### src/rtl/multdiv_ctrl.sv
// Sequencer for the iterative multiply/divide datapath: start pulse -> LOAD -> RUN (ITERS) -> DONE.
// Latency: result_rdy ITERS+2 cycles after the start pulse, or 2 cycles after it on divide-by-zero.
// No backpressure: a new start always wins and aborts any op in LOAD/RUN; the DONE pulse is never stalled.
module multdiv_ctrl #(
    parameter int WIDTH = 32,
    parameter int ITERS = 32,
    parameter int CNT_W = 6
) (
    input  logic             clk,
    input  logic             clr_n,
    input  logic             ctrl_mult,
    input  logic             ctrl_div,
    input  logic             divisor_zero,
    output logic             op_w_en,
    output logic             acc_clr,
    output logic             acc_w_en,
    output logic             r_en_acc,
    output logic             r_en_result,
    output logic             is_div,
    output logic [CNT_W-1:0] iter,
    output logic             busy,
    output logic             result_rdy,
    output logic             exception
);

    // Reject parameter sets the iteration counter cannot represent.
    generate
        if (ITERS < 2 || ITERS > (1 << CNT_W) || WIDTH < 1) begin : g_bad_params
            $error("multdiv_ctrl: need WIDTH >= 1 and 2 <= ITERS <= 2**CNT_W");
        end
    endgenerate

    typedef enum logic [1:0] {
        IDLE = 2'd0,
        LOAD = 2'd1,
        RUN  = 2'd2,
        DONE = 2'd3
    } state_t;

    localparam logic [CNT_W-1:0] LAST_ITER = CNT_W'(ITERS - 1);

    state_t           state;
    state_t           state_nxt;
    logic [CNT_W-1:0] iter_nxt;
    logic             is_div_nxt;
    logic             dz;
    logic             dz_nxt;
    logic             start;

    assign start = ctrl_mult | ctrl_div;

    // State, iteration counter and latched op flags; reset forces every Moore output low.
    always_ff @(posedge clk or negedge clr_n) begin
        if (!clr_n) begin
            state  <= IDLE;
            iter   <= '0;
            is_div <= 1'b0;
            dz     <= 1'b0;
        end else begin
            state  <= state_nxt;
            iter   <= iter_nxt;
            is_div <= is_div_nxt;
            dz     <= dz_nxt;
        end
    end

    // Next-state logic; a start in any state (re)enters LOAD, multiply taking priority over divide.
    always_comb begin
        state_nxt  = state;
        iter_nxt   = iter;
        is_div_nxt = is_div;
        dz_nxt     = dz;
        case (state)
            IDLE: iter_nxt = '0;
            LOAD: begin
                iter_nxt  = '0;
                state_nxt = dz ? DONE : RUN;
            end
            RUN: begin
                // Counter holds at the last index so DONE still reports ITERS-1.
                if (iter == LAST_ITER) begin
                    state_nxt = DONE;
                end else begin
                    iter_nxt = iter + CNT_W'(1);
                end
            end
            DONE: begin
                state_nxt = IDLE;
                iter_nxt  = '0;
            end
            default: begin
                state_nxt = IDLE;
                iter_nxt  = '0;
            end
        endcase
        if (start) begin
            state_nxt  = LOAD;
            iter_nxt   = '0;
            is_div_nxt = ~ctrl_mult;
            dz_nxt     = ctrl_div & ~ctrl_mult & divisor_zero;
        end
    end

    // Moore output decode from state and the latched divide-by-zero flag.
    always_comb begin
        op_w_en     = 1'b0;
        acc_clr     = 1'b0;
        acc_w_en    = 1'b0;
        r_en_acc    = 1'b0;
        r_en_result = 1'b0;
        busy        = 1'b0;
        result_rdy  = 1'b0;
        exception   = 1'b0;
        case (state)
            LOAD: begin
                op_w_en = 1'b1;
                acc_clr = 1'b1;
                busy    = 1'b1;
            end
            RUN: begin
                acc_w_en = 1'b1;
                r_en_acc = 1'b1;
                busy     = 1'b1;
            end
            DONE: begin
                result_rdy  = 1'b1;
                r_en_result = 1'b1;
                exception   = dz;
            end
            default: ;
        endcase
    end

endmodule

### config.mk
export PLATFORM = sky130hd
export DESIGN_NAME = multdiv_ctrl
export DESIGN_NICKNAME = d
export VERILOG_FILES = /design/src/rtl/multdiv_ctrl.sv
export SDC_FILE = /design/constraint.sdc
export NUM_CORES = 1
export LEC_CHECK = 0
export CAP_MARGIN = 30
export CORE_UTILIZATION = 25
export DETAILED_ROUTE_END_ITERATION = 8
export GPL_ROUTABILITY_DRIVEN = 0
export SLEW_MARGIN = 20
export SYNTH_ARGS = -nofsm -noshare
export SYNTH_HDL_FRONTEND = slang
export SYNTH_SLANG_ARGS = --single-unit
### constraint.sdc
create_clock -name clk -period 1.5 [get_ports clk]
set_input_delay 0.3 -clock clk [delete_from_list [all_inputs] [get_ports clk]]
set_output_delay 0.3 -clock clk [all_outputs]
set_load 0.05 [all_outputs]
# [After elaboration in Yosys (flattened, before gate mapping)]
# Cells that the tools add are included.
[classes] n_reduce_logical=5 bitwise_logic=4 n_addsub=1 n_eq_ne=6 mux=12
[op_table] operator="$mux 6" count=2
[op_table] operator="$pmux 6 s2" count=1
[op_table] operator="$add 6x1->6 const B" count=1
[op_table] operator="$eq 6x5->1 const B" count=1
[op_table] operator="$mux 1" count=6
[op_table] operator="$ne 3x3->1 const B" count=2
[op_table] operator="$pmux 2 s3" count=1
[op_table] operator="$eq 2x2->1 const B" count=2
[op_table] operator="$mux 2" count=2
[op_table] operator="$reduce_bool 4->1" count=1
[op_table] operator="$reduce_or 3->1" count=1
[op_table] operator="$and 1x1->1" count=2
[op_table] operator="$eq 2x1->1 const B" count=1
[op_table] operator="$logic_not 2->1" count=1
[op_table] operator="$reduce_and 2->1" count=1
[op_table] operator="$reduce_or 2->1" count=1
[op_table] operator="$not 1->1" count=1
[op_table] operator="$or 1x1->1" count=1
[word_totals] output_inout_bits=15 word_cells=32 in_bits=5 ff_bits=10

# [Longest topological paths before layout]
[depth] depth_word=4 ltp_mapped=5 mapped_depth_nobuf=5

# [Least setup slack after synthesis]
# Ideal clock, no wire load.
[synth_timing] path_kind="register to register" startpoint="register iter[0]" endpoint="register iter[0]" setup_slack_ps=-372 path_stages_with_launch=6 setup_ps=124 period_less_slack_ps=1872 arrival_time_ps=1747 n_path_buf=0 t_required_ps=1376 cell_sequence="dfrtp_1 > ha_1 > nand2_2 > or3_2 > xnor2_1 > nor2_1"
[synth_between] elab_chain_cells=4 word_cells_on_any_way=6 classes_between="add/sub (1); eq/ne (2); mux (3)"
[synth_rtl] element="from (decl)" line="20" source="output logic [CNT_W-1:0] iter,"
[synth_rtl] element="from (signal assigned)" line="61" source="iter <= iter_nxt;"
[synth_rtl] element="$add 6x1->6" line="84" source="iter_nxt = iter + CNT_W'(1);"
[synth_rtl] element="$mux 6" line="81" source="if (iter == LAST_ITER) begin"
[synth_rtl] element="$pmux 6 s2" line="73" source="case (state)"
[synth_rtl] element="$mux 6" line="96" source="if (start) begin"
# Several ways; a longest one is shown, not always the timed one. The select of a mux whose other input is x is not followed.
# A chain may end at the register's enable or synchronous reset.

# [Final worst setup path]
[layout_timing] startpoint="register state[0]" endpoint="register state[0]"
[layout_between] elab_chain_cells=3 word_cells_on_any_way=8 classes_between="eq/ne (4); mux (2); reduce/logical (2)"
[layout_rtl] element="from (decl)" line="42" source="state_t state;"
[layout_rtl] element="from (signal assigned)" line="60" source="state <= state_nxt;"
[layout_rtl] element="$eq 2x2->1 / $eq 2x1->1 (equally long branches)" line="73"
[layout_rtl] element="$pmux 2 s3 (tied with other cells)" line="73"
[layout_rtl] element="$mux 2 / $reduce_and 2->1 (equally long branches)"
# Several ways; a longest one is shown, not always the timed one.

==> impl_metrics.tcl <==
set metrics [dict create \
    netlist.area_leader.share_pct 44.2 \
    antenna_found_initial 0 \
    register_area_um2 259 \
    routed_wl_mm 1.45 \
    status "finished, violations left" \
    highest_layer "met4" \
    htreeDepth 1 \
    period_share_pct 100 \
    clk_latency_ns 0.26 \
    p_leak_nw 0.461 \
    wirelength_met1_um 617 \
    syn_to_final_growth_pct 97.1 \
    clock_sinks 10 \
    syn_inst 57 \
    hold_viol_final 0 \
    synth_area_um2 566 \
    synth_edf_count 0 \
    finalClockSkew_ns 0.00993 \
    cts_tree "built" \
    clkTransAtPathRegs_ns 0.07 \
    yosysUniqueCellTypes 23 \
    drv_slew 0 \
    maxCapViolCount 0 \
    yosysTopAreaCell "dfrtp_1" \
    p_int_uw 534 \
    wl_met2_um 763 \
    violations "setup timing" \
    firstDrtPassIters 3 \
    crit_path_end_kind "flip-flop" \
    io-pin-count 20 \
    arrival_ns 1.62 \
    switching_share_pct 31.6 \
    ir_worst_vdd_mv 0.439 \
    grt_pass1_vias 544 \
    hold_class "in -> async" \
    die_h_um 49.6 \
    rsz0062_at_grt "true" \
    powerDensity_mw_per_mm2 701 \
    worstSetupPathType "reg -> reg" \
    dieWidth_um 49.6 \
    synth_warnings 0 \
    grt_max_degree 11 \
    dr_total_vias 524 \
    ctsLongestPathBuffers 2 \
    fin_crit_ns 1.50 \
    n_fill_cell 194 \
    ys_ff_latch 10 \
    ys_top_cells_by_area "dfrtp_1 (44%), ha_1 (8.8%), nor2_1 (4.6%)" \
    avgSynthCellArea_um2 9.92 \
    final_area_mm2 0.00111 \
    ant_nets 0 \
    dieArea_mm2 0.00246 \
    path_cells "inv_2 > ha_4 > buf_4 > or2_2 > o21ai_1 > a31oi_1" \
    critPathSlowestCell "dfrtp_2" \
    cp_max_fo 3 \
    pwr-share-clk_pct 24.0 \
    yosysSeqAreaShare_pct 44.2 \
    drt_iter0_drc 6 \
    grt_overflow_total 0 \
    fin_nets 99 \
    wl_per_cell_um 12.5 \
    drc 0 \
    met3WireLength_um 61 \
    yosysMostFrequentCell "dfrtp_1" \
    async_reset_ff_share_pct 100 \
    drive_above_1_share_pct 58.4 \
    clock-root-buffer "clkbuf_4" \
    multiInputGateArea_um2 339 \
    drt-vias-per-instance 4.52 \
    synth_ff_type "dfrtp_1" \
    tightest_slew_ns 0.448 \
    critPathRequiredTime_ns 1.62 \
    p_seq_share_pct 37.4 \
    grtUsageTotal_pct 12.5 \
    slew_headroom_pct 70.0 \
    dpl.hpwl_mm 1.05 \
    fin_ws_ns -0.000118 \
    grt_pass1_wl_mm 2.35 \
    syn_nets 66 \
    placed_cell_area_um2 998 \
    finalPower_uw 781 \
    synth_common_cells "dfrtp_1 (10), nor2_1 (7)" \
    numCtsBuffers 3 \
    start_util_pct 27.7 \
    num_rows 16 \
    critPathLaunchType "flip-flop" \
    fmax_mhz 667 \
    diodes 0 \
    switchingPower_uw 247 \
    power_frac_comb_pct 38.5 \
    coreArea_mm2 0.00204 \
    setup_violations 1 \
    io_buffers 19 \
    critical-path-max-stage-delay_ns 0.42 \
]
final cells by class:
class	count	share of cell area, %
timing repair buffer	31	39.6
inverter	4	1.35
clock buffer	4	2.36
multi-input combinational	40	30.4
tap	27	3.03
sequential	10	23.2
repair_timing:
| action | 4_1_cts | 5_1_grt |
|---|---|---|
| gates cloned | 0 | 0 |
| resized for setup | 12 | 1 |
| pin swaps | 2 | 0 |
| endpoints found under the setup margin | 7 | 8 |
| buffers inserted | 3 | 3 |
| hold buffers | 0 | 0 |
worst max-delay path, delay by kind of cell, from the launching register on:
kind | cells | cell delay, ns
DFF | 1 | 0.42
AOI/OAI and AO/OA | 2 | 0.26
and+or+nand+nor | 1 | 0.31
buffers and inverters | 2 | 0.21
adders and majority gates | 1 | 0.16
placed cells by master (no fill, tap or decap), types with 2 or more instances in the layout:
| master | instances |
|---|---|
| nor2_1 | 7 |
| xnor2_1 | 3 |
| nand2_1 | 4 |
| clkbuf_4 | 3 |
| buf_6 | 3 |
| inv_2 | 3 |
| dfrtp_1 | 3 |
| a21oi_1 | 4 |
| clkdlybuf4s50_1 | 4 |
| buf_12 | 15 |
| nor3_1 | 2 |
| nand3_1 | 2 |
| dfrtp_2 | 7 |
| buf_4 | 9 |
| ha_4 | 4 |
metal layers:
metal | vias up | global-route usage [%]
met1 | 252 | 14.7
met4 | 0 | 5.71
met2 | 17 | 22.1
met5 | - | 0
li1 | 253 | -
met3 | 2 | 1.85
cell families after synthesis:
kind of cell / count (synthesis) / share of synthesized area, %
compound gates: 10 / 14.4
xor+xnor: 4 / 6.20
fa+ha+maj: 4 / 8.85
buf+inv: 7 / 6.64
flops: 10 / 44.2
mux: 1 / 1.77
simple gates: 21 / 17.9
power groups by stage:
stage,registers [mW],logic [mW],clock network [mW]
finish,0.293,0.301,0.188
global route,0.293,0.314,0.211
CTS,0.293,0.290,0.199
detailed placement,0.292,0.265,0
global placement,0.291,0.264,0
floorplan,0.297,0.130,0
metrics by stage:
stage / TNS [ns] / cells / worst slack (ns) / utilization [%] / hold slack, ns
2_1_floorplan: -0.00125 / 57 / -0.00125 / - / 0.00441
3_3_place_gp: 0 / 106 / 0.0541 / 48.9 / 0.530
6_report: -0.000118 / 116 / -0.000118 / 54.6 / 0.349
5_1_grt: -0.186 / 116 / -0.0633 / 54.6 / 0.378
4_1_cts: -0.0277 / 113 / -0.0173 / 53.5 / 0.364
3_5_place_dp: 0 / 106 / 0.0637 / 48.9 / 0.555
final timing paths:
kind                       startpoint  slack [ns]        to  cells past startpoint
max reg2reg                  state[0]     -0.0001  state[0]                      6
min in group clk               is_div        0.56    is_div                      2
min reg2reg                    is_div        0.56    is_div                      2
min                             clr_n        0.35   iter[1]                      1
max in group asynchronous       clr_n        0.81  state[1]                      1
max                          state[0]     -0.0001  state[0]                      6
registers in the layout (all words and copies together) (netlist names):
name and count:
iter 6, state 2, is_div 1, dz 1
Note: power is estimated with default switching activity, not from simulation.
